## config.mk

```make
export PLATFORM = sky130hd
export DESIGN_NAME = regfile_param
export DESIGN_NICKNAME = d
export VERILOG_FILES = /design/src/rtl/regfile_pkg.sv /design/src/rtl/regfile_clr_fsm.sv /design/src/rtl/regfile_param.sv
export SDC_FILE = /design/constraint.sdc
export NUM_CORES = 1
export LEC_CHECK = 0
export BUFFER_PORTS_ARGS = -buffer_cell sky130_fd_sc_hd__buf_4
export CORE_ASPECT_RATIO = 1.4
export CORE_MARGIN = 2
export CORE_UTILIZATION = 35
export DETAILED_ROUTE_END_ITERATION = 7
export SKIP_LAST_GASP = 1
export SLEW_MARGIN = 20
export SYNTH_ARGS = -nofsm -noshare
export SYNTH_HDL_FRONTEND = slang
export SYNTH_SLANG_ARGS = --single-unit
```

## constraint.sdc

```tcl
create_clock -name clk -period 3.56 [get_ports clk]
set_clock_uncertainty 0.1 [all_clocks]
set_input_delay 0.178 -clock clk [delete_from_list [all_inputs] [get_ports clk]]
set_output_delay 0.178 -clock clk [all_outputs]
set_load 0.005 [all_outputs]
```

## src/rtl/regfile_pkg.sv

```systemverilog
// Shared types and defaults for the parametrised register file.
// Holds the clear-engine state encoding and the default geometry.
package regfile_pkg;

    typedef enum logic {
        ST_IDLE,
        ST_CLEAR
    } clr_state_t;

    localparam int DEF_DATA_W   = 8;
    localparam int DEF_NUM_REGS = 4;

endpackage

```

## src/rtl/regfile_clr_fsm.sv

```systemverilog
// Sequential bulk-clear engine: sweeps R0..R[NUM_REGS-1] to zero, one per cycle.
// Also flags writes that arrive while the sweep owns the array.
//
//   state    | meaning
//   ST_IDLE  | array free for normal writes; samples clr_req each edge
//   ST_CLEAR | zeroing R[cnt] each edge; exits after R[NUM_REGS-1]
module regfile_clr_fsm
    import regfile_pkg::*;
#(
    parameter int NUM_REGS = DEF_NUM_REGS,
    parameter int ADDR_W   = $clog2(NUM_REGS)
) (
    input  logic              clk,
    input  logic              rst_n,
    input  logic              clr_req,
    input  logic              we,
    output logic              clr_busy,
    output logic              wr_drop,
    output logic              clr_we,
    output logic [ADDR_W-1:0] clr_addr
);

    clr_state_t        state;
    logic [ADDR_W-1:0] cnt;

    always_ff @(posedge clk or negedge rst_n) begin
        if (!rst_n) begin
            state    <= ST_IDLE;
            cnt      <= '0;
            clr_busy <= 1'b0;
            wr_drop  <= 1'b0;
        end else begin
            wr_drop <= we && (state == ST_CLEAR);
            case (state)
                ST_IDLE: begin
                    if (clr_req) begin
                        state    <= ST_CLEAR;
                        cnt      <= '0;
                        clr_busy <= 1'b1;
                    end
                end
                ST_CLEAR: begin
                    // The last register is zeroed on this same edge, so cnt never wraps.
                    if (cnt == ADDR_W'(NUM_REGS - 1)) begin
                        state    <= ST_IDLE;
                        cnt      <= '0;
                        clr_busy <= 1'b0;
                    end else begin
                        cnt <= cnt + ADDR_W'(1);
                    end
                end
                default: begin
                    state    <= ST_IDLE;
                    cnt      <= '0;
                    clr_busy <= 1'b0;
                end
            endcase
        end
    end

    assign clr_we   = (state == ST_CLEAR);
    assign clr_addr = cnt;

endmodule

```

## src/rtl/regfile_param.sv

```systemverilog
// Parametrised 2-read/1-write register file with optional zero R0, write bypass,
// a sequential bulk-clear engine and an indexed debug read port.
module regfile_param
    import regfile_pkg::*;
#(
    parameter int DATA_W   = DEF_DATA_W,
    parameter int NUM_REGS = DEF_NUM_REGS,
    parameter int ADDR_W   = $clog2(NUM_REGS),
    parameter int ZERO_R0  = 0,
    parameter int BYPASS   = 0
) (
    input  logic              clk,
    input  logic              rst_n,
    input  logic              we,
    input  logic [ADDR_W-1:0] wa,
    input  logic [DATA_W-1:0] wd,
    input  logic [ADDR_W-1:0] ra,
    input  logic [ADDR_W-1:0] rb,
    output logic [DATA_W-1:0] qa,
    output logic [DATA_W-1:0] qb,
    input  logic              clr_req,
    output logic              clr_busy,
    output logic              wr_drop,
    input  logic [ADDR_W-1:0] dbg_sel,
    output logic [DATA_W-1:0] dbg_q
);

    logic [DATA_W-1:0] regs [NUM_REGS];
    logic              clr_we;
    logic [ADDR_W-1:0] clr_addr;
    logic              wa_writable;
    logic              wr_ok;

    regfile_clr_fsm #(
        .NUM_REGS (NUM_REGS),
        .ADDR_W   (ADDR_W)
    ) u_clr_fsm (
        .clk      (clk),
        .rst_n    (rst_n),
        .clr_req  (clr_req),
        .we       (we),
        .clr_busy (clr_busy),
        .wr_drop  (wr_drop),
        .clr_we   (clr_we),
        .clr_addr (clr_addr)
    );

    assign wa_writable = !((ZERO_R0 != 0) && (wa == '0));
    assign wr_ok       = we && !clr_busy && wa_writable;

    always_ff @(posedge clk or negedge rst_n) begin
        if (!rst_n) begin
            for (int i = 0; i < NUM_REGS; i++) begin
                regs[i] <= '0;
            end
        end else if (clr_we) begin
            regs[clr_addr] <= '0;
        end else if (wr_ok) begin
            regs[wa] <= wd;
        end
    end

    function automatic logic [DATA_W-1:0] stored(input logic [ADDR_W-1:0] a);
        if ((ZERO_R0 != 0) && (a == '0)) begin
            return '0;
        end
        return regs[a];
    endfunction

    // wr_ok already excludes busy cycles and the hardwired R0, so bypass inherits both.
    assign qa    = ((BYPASS != 0) && wr_ok && (ra == wa)) ? wd : stored(ra);
    assign qb    = ((BYPASS != 0) && wr_ok && (rb == wa)) ? wd : stored(rb);
    assign dbg_q = stored(dbg_sel);

endmodule
```

# [Word-level counts from Yosys, hierarchy flattened]
# Cells that the tools add are included.
[totals] ff_bits=37 inputBits=20 output_inout_bits=26 wordCells=59
[op_classes] add_sub_neg=1 magnitude_cmp=7 n_eq_ne=3 mux=25 bitwise_logic=8 reduce_logical=7
[ops] op="32-bit 2-to-1 mux" count=2
[ops] op="8-bit 2-to-1 mux" count=8
[ops] op="8-bit binary-select mux with 2-bit select" count=3
[ops] op="32-bit bitwise AND" count=1
[ops] op="32-bit bitwise mux" count=1
[ops] op="8-bit demux with 2-bit select" count=2
[ops] op="32-bit inverter" count=1
[ops] op="3-bit greater-or-equal comparator, second input constant" count=5
[ops] op="2-bit inverter with 3-bit output" count=5
[ops] op="3-bit by 1-bit less-than comparator with 1-bit output, second input constant" count=2
[ops] op="1-bit logical AND" count=4
[ops] op="1-bit 2-to-1 mux" count=4
[ops] op="2-bit 2-to-1 mux" count=2
[ops] op="2-bit != test, second input constant" count=2
[ops] op="1-bit one-hot mux with 2 select lines" count=2
[ops] op="2-bit one-hot mux with 2 select lines" count=1
[ops] op="2-bit by 1-bit adder with 2-bit output, second input constant" count=1
[ops] op="2-bit == test, second input constant" count=1
[ops] op="2-bit AND reduction" count=1
[ops] op="2-bit nonzero test" count=1
[ops] op="1-bit logical NOT" count=1
[ops] op="1-bit inverter" count=1

# [Logic depth before layout (Yosys ltp)]
# Gate-level depths: netlist of the first run.
[logic_depth] depth_word=8 depth_mapped=5 ltp_nobuf=5

# [Hierarchy]
# A second synthesis of the first run with hierarchy kept.
[unflattened] cells_unflattened=163 hier_area_um2=2150.8
[by_module_without_submodules] mod="regfile_param" n_inst=1 cells_per_inst=147 area_per_inst_um2=1945.6 seq_area_each_um2=800.8
[by_module_without_submodules] mod="regfile_clr_fsm" n_inst=1 cells_per_inst=16 area_per_inst_um2=205.2 seq_area_each_um2=125.1

# [Worst setup path before layout of the first run]
# Ideal clock, no wire load.
[synth_timing] path_kind="register to register" start="register u_clr_fsm.clr_busy" end="register regs[24] (netlist name)" setup_time_ns=0.079 t_arrival_ns=1.178 required_time_ns=3.381 setup_slack_ns=2.203 path_stages_with_launch=5 path_buffers=1 period_less_slack_ns=1.357 path_cell_list="dfrtp_1 -> nor3b_2 -> nor3b_2 -> buf_6 -> mux2i_1"
[synth_via] elab_chain_cells=3
[synth_lines] item="start: declaration" line="regfile_clr_fsm.sv:17" source="output logic clr_busy,"
[synth_lines] item="start signal: assignment" line="regfile_clr_fsm.sv:30" source="clr_busy <= 1'b0;"
[synth_lines] item="start signal: assignment" line="regfile_clr_fsm.sv:39" source="clr_busy <= 1'b1;"
[synth_lines] item="start signal: assignment" line="regfile_clr_fsm.sv:47" source="clr_busy <= 1'b0;"
[synth_lines] item="1-bit logical NOT" line="regfile_param.sv:49" source="assign wr_ok = we && !clr_busy && wa_writable;"
[synth_lines] item="1-bit logical AND" line="regfile_param.sv:49"
[synth_lines] item="2-bit nonzero test (no line)"
[synth_lines] item="end signal: indexed assignment" line="regfile_param.sv:59" source="regs[wa] <= wd;"
[synth_lines] item="end: declaration" line="regfile_param.sv:28" source="logic [DATA_W-1:0] regs [NUM_REGS];"
# No other way between the ends.
# A chain may end at the register's enable or synchronous reset.

# [Final worst setup path of the first run]
[layout_timing] start="register u_clr_fsm.state, in the netlist u_clr_fsm.clr_we" end="register regs[31] (netlist name)"
[layout_via] elab_chain_cells=1 elab_cells_between_ends=2 cone_classes="mux: 1; reduce/logical: 1"
[layout_lines] item="start: declaration" line="regfile_clr_fsm.sv:23" source="clr_state_t state;"
[layout_lines] item="start signal: assignment" line="regfile_clr_fsm.sv:28" source="state <= ST_IDLE;"
[layout_lines] item="start signal: assignment" line="regfile_clr_fsm.sv:37" source="state <= ST_CLEAR;"
[layout_lines] item="start signal: assignment" line="regfile_clr_fsm.sv:45" source="state <= ST_IDLE;"
[layout_lines] item="32-bit 2-to-1 mux or 2-bit nonzero test (tied branches)"
# Parallel ways exist; a longest one is shown, timed or not.

==> results of run 1 <==
## metal layers
layer	global-route usage (%)	up-vias
met1	21.5	765
met5	0	-
met4	4.93	0
li1	-	700
met2	28.3	48
met3	3.63	6
## layout make-up
type | count | area (sq um)
fill | 606 | 3440
multi-input combinational | 111 | 1160
sequential | 37 | 926
timing repair buffer | 48 | 368
tap | 72 | 90.1
clock buffer | 5 | 68.8
inverter | 12 | 45.0
clock inverter | 3 | 21.3
## power by group through the flow
stage               Sequential, mW  Clock [mW]  Combinational (mW)
floorplan                    0.613           0               0.337
global placement             0.649           0               0.526
detailed placement           0.658           0               0.533
CTS                          0.649       0.306               0.538
global route                 0.674       0.323               0.584
finish                       0.650       0.296               0.526
## flip-flops by register name (all words and copies together) (netlist names)
signal              flops
u_clr_fsm.wr_drop       1
regs                   32
u_clr_fsm.clr_addr      2
u_clr_fsm.clr_we        1
u_clr_fsm.clr_busy      1
## cells by family after synthesis
family / after synthesis / share of synthesized area [%]
compound gates: 3 / 0.970
mux: 57 / 39.7
buf+inv: 22 / 4.74
flops: 37 / 42.2
simple gates: 46 / 9.48
fa+ha+maj: 5 / 2.85
## what timing repair did
item / 4_1_cts / 5_1_grt
hold buffers: 3 / 0
setup buffers: 0 / 0
gates resized for setup: 0 / 0
endpoints found under the hold margin: 40 / 0
## synthesized netlist by cell type
cell / instances
ha_1: 5
buf_4: 1
o22ai_1: 1
and2_1: 1
mux2i_1: 33
nor3b_2: 2
o31ai_1: 2
inv_1: 12
dfrtp_1: 37
buf_6: 1
nand3b_1: 1
nand3_2: 1
nand2_1: 38
nor2_1: 2
mux4_2: 24
and3b_1: 1
buf_2: 8
## worst max path at each step
stage                                  start       end  slack, ps  depth (start not counted)
after floorplan           u_clr_fsm.clr_busy  regs[24]       2200                          4
final                       u_clr_fsm.clr_we  regs[31]       1490                          3
after CTS                   u_clr_fsm.clr_we  regs[31]       1460                          3
after detailed placement    u_clr_fsm.clr_we  regs[31]       1480                          3
after global placement      u_clr_fsm.clr_we  regs[25]       1570                          3
after global routing        u_clr_fsm.clr_we  regs[29]       1360                          3
## critical path, cell delays in order (launching register included)
cell	delay, ps
dfrtp_1	520
nor3b_2	330
nor3b_2	750
mux2i_1	280
## metrics by stage
step | hold slack (ps) | utilization (%) | cell area, sq um
floorplan | -218 | - | 2190
global placement | 74.4 | 41.8 | 2560
detailed placement | 72.4 | 41.8 | 2560
CTS | 86.2 | 43.8 | 2680
global route | 103 | 43.8 | 2680
finish | 91.9 | 43.8 | 2680
## placed cells by master, fill, tap and decap left out, drive strengths merged, types with 2 or more instances in the layout
cell type / instances
buf: 45
clkbuf: 5
dfrtp: 37
dlygate4sd3: 3
ha: 5
inv: 13
mux2i: 33
mux4: 24
nand2: 38
nor2: 2
nor3b: 2
o31ai: 2
==> results.cfg, run 1 <==
[run_status]
status = finished, final reports clean

[pwr]
p_int_uw = 951
vdd_drop_max_v = 0.000282
pwr-share-comb_pct = 35.7
power_density_nw_per_um2 = 549
swShare_pct = 35.4
p_leak_nw = 1.32
pwr-share-clk_pct = 20.1
switching_power_uw = 522
total_power_mw = 1.47
seqPwrFrac_pct = 44.1

[worst_setup_path]
worstSetupPathType = flop to flop
r2r_start = u_clr_fsm.clr_we
cp_max_fo = 12
r2r_slack_ps = 1490
arrival_ps = 2180
r2r_cells = 3
r2r_end = regs[31]
start_kind = flop
required_ps = 3670
end_kind = flop

[place]
hpwl_mm = 3.71
routabilityCongestion = 0.733
port_buffers = 45
dp.cells = 277
pre_cts_slack_ps = 1480

[global_routing]
grt_pass1_wl_mm = 8.73
grt_max_degree = 38
grt_pass1_vias = 1587
track_usage_pct = 16.8
antenna_found_initial = 0
grt_remaining_overflow = 0

[final_layout]
area_growth_syn_to_layout_pct = 22.3
drive_gt1_share_pct = 37.0
antenna_cells_inserted = 0
nets = 240
fin_cells = 288

[route]
top_layer = met4
wl_per_cell_um = 18.3
drt-total-wl_mm = 5.27
dr_wl_met3_um = 255
drc_errors = 0
wl_met1_mm = 2.16
wl_met2_mm = 2.79
drt_iter0_drc = 53
via_count = 1519
firstDrtPassIters = 4
antenna_left = 0
vias_per_cell = 5.27

[run]
max_cap_violations = 0

[sta]
rsz0062_at_grt = false
worst_pin_slew_ps = 852
fin_crit_sh_pct = 58.2
relSlewSlack_pct = 42.9
setup_viol = 0
fmax_mhz = 483
tns_ps = 0
drv_slew = 0
finalWorstSetupSlack_ps = 1490
hold_viol_final = 0
period_needed_ps = 2070

[clock_network]
numCtsBuffers = 5
cts_sinks = 37
htreeDepth = 2
tritoncts = yes
clk_path_buf_depth = 2
cts_root_buf = clkbuf_8
insertion_delay_ps = 290
clk_pin_slew_ps = 80

[synth]
ys_seq_elements = 37
synth_top_area_cell = dfrtp_1
synth.lib_cells_used.distinct = 17
synthTopCellsByArea = dfrtp_1 42%, mux4_2 25%, mux2i_1 15%
netlist_instances = 170
syn-cell-area_sq_um = 2190
avgSynthCellArea_sq_um = 12.9
yosysWarnings = 0
yosysSeqAreaShare_pct = 42.2
yosysTopAreaCellShare_pct = 42.2
synth_fp_nets = 195

[die]
io_pins = 46
initial_core_util_pct = 35.8
die_area_sq_um = 6920
rows = 34
core_sq_um = 6130
fp.dieW_um = 70.9
die_h_um = 97.6

[hold_path]
hold_end = regs[30]
hp-class = input port to flop
hp-start = wd[6]
holdPathStages = 3
Power figures use the tool's default switching activity.
==> inputs of run 2 (changes only) <==
--- a/config.mk
+++ b/config.mk
@@ -5,6 +5,7 @@
 export SDC_FILE = /design/constraint.sdc
 export NUM_CORES = 1
 export LEC_CHECK = 0
+export ABC_AREA = 1
 export BUFFER_PORTS_ARGS = -buffer_cell sky130_fd_sc_hd__buf_4
 export CORE_ASPECT_RATIO = 1.4
 export CORE_MARGIN = 2
==> constraint.sdc (replaced) <==
create_clock -name clk -period 1.8 [get_ports clk]
set_clock_uncertainty 0.1 [all_clocks]
set_input_delay 0.09 -clock clk [delete_from_list [all_inputs] [get_ports clk]]
set_output_delay 0.09 -clock clk [all_outputs]
set_load 0.005 [all_outputs]
==> results.cfg, run 2 <==
[synth]
yosysWarnings = 0
yosysSeqAreaShare_pct = 36.4
synth_most_common_cell = nand2_1
synth_fp_nets = 385
synth_edf_count = 0
synthTopCellsByArea = dfrtp_1 36%, nand2_1 12%, nand3_1 11%
ys_async_sr_fraction_pct = 100
synth.lib_cells_used.distinct = 25
synth_top_area_cell = dfrtp_1
yosysTopAreaCellShare_pct = 36.4
syn-cell-area_sq_um = 2540
avgSynthCellArea_sq_um = 7.06
ys_seq_elements = 37
synth_flop_cell = dfrtp_1
ys_top_cells_by_count = 78 x nand2_1, 57 x nand3_1, 48 x nor2_1
netlist_instances = 360

[die]
die_area_sq_um = 7970
io_pins = 46
core_sq_um = 6980
initial_core_util_pct = 36.4
rows = 36
die_h_um = 105
fp.dieW_um = 76.0

[place]
placed_area_sq_um = 2920
routabilityCongestion = 0.863
dp.cells = 487
port_buffers = 45
hpwl_mm = 6.08

[global_routing]
track_usage_pct = 21.5
grt_remaining_overflow = 0
grt_max_degree = 46
grt_pass1_wl_mm = 13.7
grt_pass1_vias = 2582
antenna_found_initial = 0

[final_layout]
final_core_util_pct = 44.3
area_growth_syn_to_layout_pct = 21.8
largest_reg_flops = 32
fin_cells = 502
stdcell_area_sq_um = 3100
regMostFlops = regs
nets = 431
final_cell_mix = 78 x nand2_1, 57 x nand3_1, 48 x nor2_1
layout_commonest_cell = nand2_1
antenna_cells_inserted = 0
drive_gt1_share_pct = 17.9
fillers = 716

[sta]
hold_viol_final = 0
worst_pin_slew_ps = 484
drv_slew = 0
tns_ps = 0
hold_slack_ps = 0.140
relSlewSlack_pct = 67.7
setup_viol = 0
rsz0062_at_grt = false
period_needed_ps = 1440
fin_crit_sh_pct = 80.0
fmax_mhz = 695

[hold_path]
hp-class = input port to flop
hp-start = wd[7]

[worst_setup_path]
required_ps = 1940
critPathLaunch = u_clr_fsm.clr_busy
end_kind = flop
worstSetupPathType = flop to flop
arrival_ps = 1570
r2r_start = u_clr_fsm.clr_busy
start_kind = flop
cp_max_fo = 16

[route]
drt_iter0_drc = 260
wl_per_cell_um = 16.6
drt-total-wl_mm = 8.32
via_count = 2712
drc_errors = 0
antenna_left = 0
vias_per_cell = 5.40
firstDrtPassIters = 5

[run]
max_cap_violations = 0

[clock_network]
clk_pin_slew_ps = 70
numCtsBuffers = 5
postCtsSetupRepairBufs = 0
cts_hold_buf = 7
cts_root_buf = clkbuf_8
cts_sinks = 37
htreeDepth = 2
cts_resized = 0
insertion_delay_ps = 290
tritoncts = yes
clk_path_buf_depth = 2

[run_status]
status = finished, final reports clean

[pwr]
vdd_drop_max_v = 0.000668
p_leak_nw = 1.56
power_density_nw_per_um2 = 1210
run 2: report_power, final:
| group | switching [mW] | total (mW) | internal (mW) |
|---|---|---|---|
| logic | 1.00 | 1.60 | 0.597 |
| registers | 0.404 | 1.49 | 1.09 |
| clock network | 0.304 | 0.650 | 0.346 |
| total | 1.71 | 3.74 | 2.03 |
run 2: final cells by class:
cell class                 instances  area (sq um)  share of cell area (%)
multi-input combinational        292          1460                    47.3
timing repair buffer              54           423                    13.7
sequential                        37           926                    29.9
clock inverter                     1          5.00                   0.162
inverter                          16          63.8                    2.06
tap                               95           119                    3.84
clock buffer                       7          96.3                    3.11
run 2: critical path, cell delays in order (launching register included):
cell and delay, ps:
dfrtp_1 420, nor2_4 410, nand2_4 180, nand2_4 150
nand2_1 70, nand2_1 50
run 2: logic make-up (layout without fill, tap and decap cells):
kind of cell / Yosys count / in the layout / share of synthesized area [%]
DFF: 37 / 37 / 36.4
buffers and inverters: 31 / 78 / 6.01
adders and majority gates: 5 / 5 / 2.46
and+or+nand+nor: 209 / 209 / 38.3
AOI/OAI and AO/OA: 78 / 78 / 16.8
run 2: path summary, 6_finish.rpt:
check,end,slack (ps),depth (start not counted)
min in group asynchronous,u_clr_fsm.clr_addr[0],180,2
max in group asynchronous,regs[11],1060,2
max,regs[1],360,5
min,regs[23],0.1,3
min reg2reg,regs[20],470,2
max reg2reg,regs[1],360,5
run 2: metrics by stage:
step,setup slack (ps),power (mW)
after floorplan,614,2.47
after global placement,399,3.06
after detailed placement,363,3.10
after CTS,348,3.76
after global routing,235,4.05
final,360,3.74
run 2: routing by layer:
layer	wire (um)	GRT usage [%]	up-vias
met1	3540	26.9	1261
met5	0	0	-
met4	293	9.22	0
met2	4110	36.9	88
met3	366	2.85	13
li1	-	-	1350
==> inputs of run 3 (changes only) <==
--- a/config.mk
+++ b/config.mk
@@ -5,7 +5,7 @@
 export SDC_FILE = /design/constraint.sdc
 export NUM_CORES = 1
 export LEC_CHECK = 0
-export ABC_AREA = 1
+export ABC_AREA = 0
 export BUFFER_PORTS_ARGS = -buffer_cell sky130_fd_sc_hd__buf_4
 export CORE_ASPECT_RATIO = 1.4
 export CORE_MARGIN = 2
==> constraint.sdc (replaced) <==
create_clock -name clk -period 1.4 [get_ports clk]
set_clock_uncertainty 0.1 [all_clocks]
set_input_delay 0.07 -clock clk [delete_from_list [all_inputs] [get_ports clk]]
set_output_delay 0.07 -clock clk [all_outputs]
set_load 0.005 [all_outputs]
==> results.cfg, run 3 (synthesis gave the netlist of run 1 again) <==
[final_layout]
stdcell_area_sq_um = 3080
antenna_cells_inserted = 0
regMostFlops = regs
largest_reg_flops = 32
fin_cells = 318
drive_gt1_share_pct = 43.1
area_growth_syn_to_layout_pct = 40.4
final_core_util_pct = 50.2
nets = 270
final_cell_mix = 37 x nand2_1, 37 x dfrtp_1, 36 x buf_4

[worst_setup_path]
arrival_ps = 1340
required_ps = 1230
worstSetupPathType = flop to primary output
start_kind = flop
end_kind = primary output
cp_max_fo = 4

[sta]
tns_ps = -2180
relSlewSlack_pct = 67.7
setup_viol = 25
fin_crit_sh_pct = 108
finalWorstSetupSlack_ps = -113
period_needed_ps = 1510
rsz0062_at_grt = true
worst_pin_slew_ps = 485
drv_slew = 0
fmax_mhz = 661
hold_viol_final = 0

[clock_network]
numCtsBuffers = 5
clk_path_buf_depth = 2
cts_sinks = 37
insertion_delay_ps = 290
htreeDepth = 2
tritoncts = yes
cts_root_buf = clkbuf_8
clk_pin_slew_ps = 70

[run]
max_cap_violations = 0

[route]
wl_per_cell_um = 18.0
firstDrtPassIters = 4
vias_per_cell = 5.21
antenna_left = 0
drc_errors = 0
drt-total-wl_mm = 5.72
via_count = 1656
drt_iter0_drc = 70

[place]
hpwl_mm = 4.19
pre_cts_slack_ps = -83.8
dp.cells = 293
placed_area_sq_um = 2710
port_buffers = 45
routabilityCongestion = 0.810

[global_routing]
grt.met1_usage_pct = 23.0
grt_pass1_wl_mm = 9.56
antenna_found_initial = 0
track_usage_pct = 18.2
grt_pass1_vias = 1816
use_met3_pct = 3.94
grt-busiest-layer = met2
grt_remaining_overflow = 0
gr-usage-met2_pct = 30.2
grt_max_degree = 38

[pwr]
p_leak_nw = 1.50
power_density_nw_per_um2 = 1390
vdd_drop_max_v = 0.000808

[die]
fp.dieW_um = 70.9
initial_core_util_pct = 35.8
io_pins = 46
core_sq_um = 6130
rows = 34
die_area_sq_um = 6920
die_h_um = 97.6

[run_status]
violations = negative setup slack
status = finished, violations left

[hold_path]
hp-class = input port to flop
-- run 3: changes by cell type in the layout (fill, tap and decap cells not counted), sizes merged, moves of 16 or more --
cell	before	now
buf	47	67
nand2	81	38
mux4	0	24
o21ai	50	0
nand4	16	0
nand3	59	1
mux2i	0	33
nor2	52	2
o22ai	24	1
-- run 3: what timing repair did --
item	in CTS	in global routing
endpoints found under the hold margin	54	0
hold buffers	11	0
gates cloned	0	0
resized for setup	24	9
endpoints found under the setup margin	40	53
buffers inserted	5	1
pin swaps	1	0
-- run 3: final timing paths --
path / end / slack (ps) / startpoint / cells after the start
worst max-delay path: qb[4] / -110 / regs[4] / 2
worst min-delay path: regs[1] / 120 / wa[1] / 4
worst max register to register: regs[22] / 0 / u_clr_fsm.clr_busy / 5
worst min register to register: regs[8] / 460 / regs[8] / 2
max in group asynchronous: regs[12] / 680 / rst_n / 2
min in group asynchronous: u_clr_fsm.clr_busy / 180 / rst_n / 2
-- run 3: worst max-delay path: stages (launching register included) --
cell,delay (ps)
dfrtp_1,410
mux4_2,500
buf_6,130
-- run 3: layout make-up --
type	instances	area, sq um
Clock buffer	7	96.3
Sequential cell	37	926
Multi-Input combinational cell	111	1170
Timing Repair Buffer	78	747
Inverter	12	45.0
Tap cell	72	90.1
Clock inverter	1	5.00
Fill cell	581	3050
-- run 3: layer usage --
| metal | vias to the layer above | routed length [um] |
|---|---|---|
| met3 | 12 | 255 |
| met2 | 54 | 2950 |
| met1 | 829 | 2370 |
| li1 | 761 | - |
| met5 | - | 0 |
| met4 | 0 | 148 |
-- run 3: power breakdown --
part	switching, mW	internal (mW)	total (mW)	leakage [nW]
Sequential	0.261	1.35	1.61	0.499
Clock	0.381	0.445	0.826	0.0542
Combinational	0.780	1.07	1.85	0.945
Total	1.42	2.87	4.29	1.50
-- run 3: through the flow --
stage          hold WS (ps)  power [mW]
2_1_floorplan          -326        2.41
3_3_place_gp          -37.4        3.19
3_5_place_dp          -38.4        3.25
4_1_cts                 122        4.29
5_1_grt                 132        4.57
6_report                121        4.29
